**config.mk**
```make
export PLATFORM = sky130hd
export DESIGN_NAME = uart_baudgen_frac
export DESIGN_NICKNAME = d
export VERILOG_FILES = /design/src/rtl/uart_baudgen_frac.sv
export SDC_FILE = /design/constraint.sdc
export NUM_CORES = 1
export LEC_CHECK = 0
export BUFFER_PORTS_ARGS = -buffer_cell sky130_fd_sc_hd__buf_4
export CAP_MARGIN = 5
export CORE_MARGIN = 2
export CORE_UTILIZATION = 61
export DETAILED_ROUTE_END_ITERATION = 7
export HOLD_SLACK_MARGIN = 0.15
export PLACE_DENSITY_LB_ADDON = 0.1
export SLEW_MARGIN = 30
export SYNTH_ARGS = -nofsm -noshare
export SYNTH_HDL_FRONTEND = slang
export SYNTH_SLANG_ARGS = --single-unit
```
**constraint.sdc**
```tcl
create_clock -name clk -period 3.21 [get_ports clk]
set_input_delay 0.321 -clock clk [delete_from_list [all_inputs] [get_ports clk]]
set_output_delay 0.321 -clock clk [all_outputs]
set_load 0.01 [all_outputs]
```
**src/rtl/uart_baudgen_frac.sv**
```systemverilog
// Fractional baud generator for the UART IP.
//
// Produces a one-cycle oversample tick (tick_os) every div_int or div_int+1
// clock cycles and a bit tick (tick_bit) on every OSR-th oversample tick. The
// effective divisor is div_int + div_frac/2^FRAC_W, realised by a FRAC_W-bit
// phase accumulator whose carry stretches a period by one cycle.
//
// Ports
//   clk          system clock
//   rst          synchronous reset, active-high, highest priority
//   en           run enable; 0 freezes counters and holds ticks low
//   sync_clr     restart the period and oversample phase (rx start-bit alignment)
//   cfg_wr       one-cycle request to load {div_int_in, div_frac_in}
//   div_int_in   requested integer divisor (must be >= 2)
//   div_frac_in  requested fractional divisor
//   cfg_busy     a written divisor is waiting for the next period boundary
//   cfg_err      one-cycle pulse: the last cfg_wr was rejected
//   tick_os      one-cycle oversample tick
//   tick_bit     one-cycle bit tick, coincident with tick_os
//   os_phase     oversample ticks completed in the current bit
module uart_baudgen_frac #(
    parameter int unsigned CLK_FREQ = 50_000_000,
    parameter int unsigned BAUD     = 9600,
    parameter int unsigned OSR      = 16,
    parameter int unsigned DIV_W    = 16,
    parameter int unsigned FRAC_W   = 4,
    parameter int unsigned DEF_INT  = CLK_FREQ / (BAUD * OSR),
    parameter int unsigned DEF_FRAC =
        int'(((longint'(CLK_FREQ) << FRAC_W) / longint'(BAUD * OSR)) % (longint'(1) << FRAC_W)),
    localparam int unsigned PH_W    = (OSR > 1) ? $clog2(OSR) : 1
) (
    input  logic              clk,
    input  logic              rst,
    input  logic              en,
    input  logic              sync_clr,
    input  logic              cfg_wr,
    input  logic [DIV_W-1:0]  div_int_in,
    input  logic [FRAC_W-1:0] div_frac_in,
    output logic              cfg_busy,
    output logic              cfg_err,
    output logic              tick_os,
    output logic              tick_bit,
    output logic [PH_W-1:0]   os_phase
);

    // Active divisor
    logic [DIV_W-1:0]  div_int_q, div_int_d;
    logic [FRAC_W-1:0] div_frac_q, div_frac_d;
    // Period counter and its terminal value for the current period
    logic [DIV_W-1:0]  cnt_q, cnt_d;
    logic [DIV_W-1:0]  lim_q, lim_d;
    logic [FRAC_W-1:0] acc_q, acc_d;
    logic [PH_W-1:0]   ph_q, ph_d;
    // Shadow divisor waiting for a period boundary
    logic [DIV_W-1:0]  sh_int_q, sh_int_d;
    logic [FRAC_W-1:0] sh_frac_q, sh_frac_d;
    logic              pend_q, pend_d;
    logic              err_q, err_d;
    logic              tick_os_q, tick_os_d;
    logic              tick_bit_q, tick_bit_d;

    logic [FRAC_W:0]   acc_sum;
    logic [DIV_W-1:0]  carry_ext;
    logic              at_lim;
    logic              wr_ok;

    always_comb begin
        acc_sum   = {1'b0, acc_q} + {1'b0, div_frac_q};
        carry_ext = {{(DIV_W-1){1'b0}}, acc_sum[FRAC_W]};
        at_lim    = (cnt_q == lim_q);
        wr_ok     = (div_int_in >= DIV_W'(2));
    end

    always_comb begin
        div_int_d  = div_int_q;
        div_frac_d = div_frac_q;
        cnt_d      = cnt_q;
        lim_d      = lim_q;
        acc_d      = acc_q;
        ph_d       = ph_q;
        sh_int_d   = sh_int_q;
        sh_frac_d  = sh_frac_q;
        pend_d     = pend_q;
        err_d      = 1'b0;
        tick_os_d  = 1'b0;
        tick_bit_d = 1'b0;

        if (sync_clr) begin
            cnt_d = '0;
            acc_d = '0;
            ph_d  = '0;
            if (pend_q) begin
                div_int_d  = sh_int_q;
                div_frac_d = sh_frac_q;
                lim_d      = sh_int_q - DIV_W'(1);
                pend_d     = 1'b0;
            end else begin
                lim_d = div_int_q - DIV_W'(1);
            end
        end else if (en) begin
            if (at_lim) begin
                cnt_d     = '0;
                tick_os_d = 1'b1;
                if (ph_q == PH_W'(OSR - 1)) begin
                    ph_d       = '0;
                    tick_bit_d = 1'b1;
                end else begin
                    ph_d = ph_q + PH_W'(1);
                end
                if (pend_q) begin
                    // New divisor takes effect for the following period,
                    // which starts at the plain integer length.
                    div_int_d  = sh_int_q;
                    div_frac_d = sh_frac_q;
                    acc_d      = '0;
                    lim_d      = sh_int_q - DIV_W'(1);
                    pend_d     = 1'b0;
                end else begin
                    acc_d = acc_sum[FRAC_W-1:0];
                    lim_d = div_int_q - DIV_W'(1) + carry_ext;
                end
            end else begin
                cnt_d = cnt_q + DIV_W'(1);
            end
        end else if (pend_q) begin
            // Frozen: apply at once. cnt restarts so it can never sit past a
            // shorter new limit.
            div_int_d  = sh_int_q;
            div_frac_d = sh_frac_q;
            cnt_d      = '0;
            acc_d      = '0;
            lim_d      = sh_int_q - DIV_W'(1);
            pend_d     = 1'b0;
        end

        // Evaluated after the apply logic so a write landing on the apply
        // cycle stays pending instead of being lost.
        if (cfg_wr) begin
            if (wr_ok) begin
                sh_int_d  = div_int_in;
                sh_frac_d = div_frac_in;
                pend_d    = 1'b1;
            end else begin
                err_d = 1'b1;
            end
        end
    end

    always_ff @(posedge clk) begin
        if (rst) begin
            div_int_q  <= DIV_W'(DEF_INT);
            div_frac_q <= FRAC_W'(DEF_FRAC);
            cnt_q      <= '0;
            lim_q      <= DIV_W'(DEF_INT - 1);
            acc_q      <= '0;
            ph_q       <= '0;
            sh_int_q   <= '0;
            sh_frac_q  <= '0;
            pend_q     <= 1'b0;
            err_q      <= 1'b0;
            tick_os_q  <= 1'b0;
            tick_bit_q <= 1'b0;
        end else begin
            div_int_q  <= div_int_d;
            div_frac_q <= div_frac_d;
            cnt_q      <= cnt_d;
            lim_q      <= lim_d;
            acc_q      <= acc_d;
            ph_q       <= ph_d;
            sh_int_q   <= sh_int_d;
            sh_frac_q  <= sh_frac_d;
            pend_q     <= pend_d;
            err_q      <= err_d;
            tick_os_q  <= tick_os_d;
            tick_bit_q <= tick_bit_d;
        end
    end

    always_comb begin
        cfg_busy = pend_q;
        cfg_err  = err_q;
        tick_os  = tick_os_q;
        tick_bit = tick_bit_q;
        os_phase = ph_q;
    end

endmodule
```
==> run_results.csv <==
group,metric,value,unit
global_routing,antenna_found_initial,0,
clock_tree,postCtsHoldBufs,0,
critical_path,cp-end-kind,"flip-flop",
logic_synthesis,synthArstFlopShare,0,
place,dp_hpwl,9290,um
power_and_ir_drop,powerDensity,443,mW/mm^2
power_and_ir_drop,p_comb_frac,0.150,
logic_synthesis,synthTopCellsByArea,"dfxtp_1 (34%), mux2i_1 (7.6%), nor2_1 (6.8%)",
timing,fin_crit,3030,ps
timing,post-route-period-util,0.945,
routing,routed_wl,12700,um
critical_path,crit_fanout,3,
timing,tightestPinTransition,876,ps
critical_path,crit_type,"flip-flop to flip-flop",
clock_tree,clock_tree.root_cell,"clkbuf_8",
power_and_ir_drop,pwr-share-clk,0.386,
power_and_ir_drop,p_leak,0.00216,uW
timing,hold_viol_final,0,
layout,fill_cells,669,
clock_tree,cts.htree.levels,3,
place,dpl_worst_slack,153,ps
routing,vias_per_cell,6.10,
min_path,hold_path_class,"input port to flip-flop",
run_status,status,"finished clean",
logic_synthesis,synth_top_area_frac,0.343,
layout,postLayoutCoreUtil,0.710,
layout,drive_above_1_share,0.116,
routing,drt_iter0_markers,284,
power_and_ir_drop,irDropWorstVdd,0.314,mV
critical_path,cp_slowest_cell,"or4_1",
timing,relSlewSlack,0.410,
critical_path,crit_arrival,3360,ps
logic_synthesis,syn-num-nets,655,
routing,wl_per_cell,16.9,um
logic_synthesis,ys_ff_latch,84,
clock_tree,tritoncts,"yes",
logic_synthesis,synthFlopType,"dfxtp_1",
logic_synthesis,synth_cell_types,59,
power_and_ir_drop,swShare,0.282,
timing,slew_viol_final,0,
timing,fmax,330,MHz
routing,final_antenna_net_count,0,
die,core_area,0.00777,mm^2
critical_path,crit_path_max_incr_delay,410,ps
critical_path,crit_chain,"ha_1 > inv_1 > fa_1 > nor2b_1 > o21ai_0 > nand2b_1 > ha_1 > nor2b_1 > o211ai_1 > or3_4 > nand4b_4 > or4_1 > nand3_1",
timing,finalSetupViolCount,0,
critical_path,cp-start-kind,"flip-flop",
logic_synthesis,ys_seq_area_frac,0.343,
global_routing,track_usage,0.305,
die,ioPinCount,33,
logic_synthesis,synth_edf_count,0,
routing,dr_total_vias,4580,
clock_tree,path_clk_slew,90,ps
run,drv_cap,0,
clock_tree,clockBufferDepth,2,
power_and_ir_drop,p_sw,690,uW
global_routing,grt_max_degree,52,
die,start_util,0.630,
die,die_x,93.6,um
die,die_y,93.6,um
logic_synthesis,synth.largest_area_cell,"dfxtp_1",
die,die_area,0.00876,mm^2
layout,diodes,0,
routing,drt_pass1_iterations,5,
place,gp_congestion,0.958,
clock_tree,clkSinkCount,84,
place,port_buffers,32,
power_and_ir_drop,power_frac_seq,0.464,
global_routing,grt_overflow,0,
logic_synthesis,netlist_area,0.00490,mm^2
logic_synthesis,postSynthCellCount,619,
logic_synthesis,avgSynthCellArea,7.91,um^2
layout,nNetsFinal,680,
timing,fin_worst_skew,10.2,ps
die,rows,32,
timing,fin_ws,176,ps
critical_path,required,3530,ps
global_routing,grt_pass1_vias,4414,
clock_tree,clock_latency,370,ps
logic_synthesis,yosys_warnings,0,
power_and_ir_drop,p_int,1760,uW
layout,synthToLayoutAreaGrowth,12.7,%
critical_path,path_buf_inv,1,
critical_path,critPathTopFamily,"simple AND/OR/NAND/NOR gates",
clock_tree,cts-buffers-inserted,9,
global_routing,grt_pass1_wl,21100,um
routing,drc,0,
==> metal layers <==
metal  share of wire  track usage  routed length (um)
met5               0            0                   0
met3           0.052       0.0653                 666
met4           0.031        0.129                 393
met1            0.44        0.372                5640
met2            0.47        0.519                6010
==> power groups by stage <==
stage	sequential [uW]	clock [uW]	combinational [uW]
detailed placement	1160	0	360
finish	1130	943	368
floorplan	1140	0	262
global placement	1150	0	354
global route	1140	986	404
CTS	1130	941	363
==> tightest hold or removal path, stage by stage <==
cell and delay [ps]:
buf_4 80, mux2i_1 50, nor2_1 70
==> layout by cell type, fill, tap and decap left out, types with 3 or more instances in the layout <==
cell type,Yosys,final
nor4_1,11,10
nor2_1,89,89
o22ai_1,4,4
and2_1,7,7
a211oi_1,7,7
dfxtp_1,84,84
buf_4,1,46
bufinv_16,0,3
mux2i_1,37,37
xnor2_1,35,35
nand2b_1,3,3
clkbuf_8,0,9
nor2b_1,5,5
nand3_1,18,18
nor3_1,18,18
inv_1,12,12
a21oi_1,46,46
xor2_1,16,16
ha_1,10,10
o21ai_0,25,25
nand2_1,74,74
nand4_1,9,9
a22oi_1,4,4
or4_1,3,3
o211ai_1,6,6
nand3b_1,8,8
or3_1,6,6
a31oi_1,3,3
nor3b_1,5,5
a311oi_1,5,5
==> Yosys cell counts, types with 11 or more instances <==
library cell,number
nor2_1,89
dfxtp_1,84
nand2_1,74
a21oi_1,46
mux2i_1,37
xnor2_1,35
clkbuf_1,28
o21ai_0,25
nand3_1,18
nor3_1,18
xor2_1,16
inv_1,12
nor4_1,11
==> worst paths after layout <==
| path | from | end | slack, ps | cells after the start |
|---|---|---|---|---|
| worst max-delay path | div_frac_q[0] | lim_q[15] | 180 | 13 |
| worst min-delay path | div_frac_in[1] | sh_frac_q[1] | 180 | 3 |
| worst max register to register | div_frac_q[0] | lim_q[15] | 180 | 13 |
| worst min register to register | lim_q[4] | lim_q[4] | 470 | 2 |
==> state kept, by name (all words and copies together) (netlist names) <==
register,count
div_int_q,16
tick_os,1
lim_q,16
tick_bit,1
sh_frac_q,4
div_frac_q,4
sh_int_q,16
cfg_err,1
acc_q,4
cnt_q,16
cfg_busy,1
os_phase,4
==> stage by stage <==
step / instance area [um^2] / TNS [ps] / hold WS (ps) / power, uW / cells
6_report: 5520 / 0 / 176 / 2450 / 751
4_1_cts: 5500 / 0 / 179 / 2440 / 751
5_1_grt: 5520 / -66.8 / 181 / 2530 / 751
2_1_floorplan: 4900 / 0 / 441 / 1400 / 619
3_3_place_gp: 5260 / 0 / 455 / 1510 / 735
3_5_place_dp: 5260 / 0 / 460 / 1520 / 735
==> what timing repair did <==
item | in CTS | in global routing
buffers inserted | 0 | 0
gates resized for setup | 0 | 4
endpoints found under the hold margin | 0 | 0
setup endpoints to repair | 0 | 2
==> logic make-up (layout without fill, tap and decap cells) <==
family	Yosys count	count (layout)	share of synthesized area
and+or+nand+nor	266	266	0.263
AOI/OAI and AO/OA	125	125	0.162
DFF	84	84	0.343
xor gates and xnor gates	51	51	0.0912
buffers and inverters	45	75	0.0355
muxes	37	37	0.0756
adders and majority gates	11	11	0.0296
==> final cells by class <==
type / count / area [um^2] / share of cell area
clock buffer: 9 / 124 / 0.0225
clock inverter: 7 / 123 / 0.0222
inverter: 13 / 48.8 / 0.00885
multi-input combinational: 490 / 3070 / 0.556
sequential: 84 / 1680 / 0.305
tap: 102 / 128 / 0.0231
timing repair buffer: 46 / 345 / 0.0626
Power figures use the tool's default switching activity.
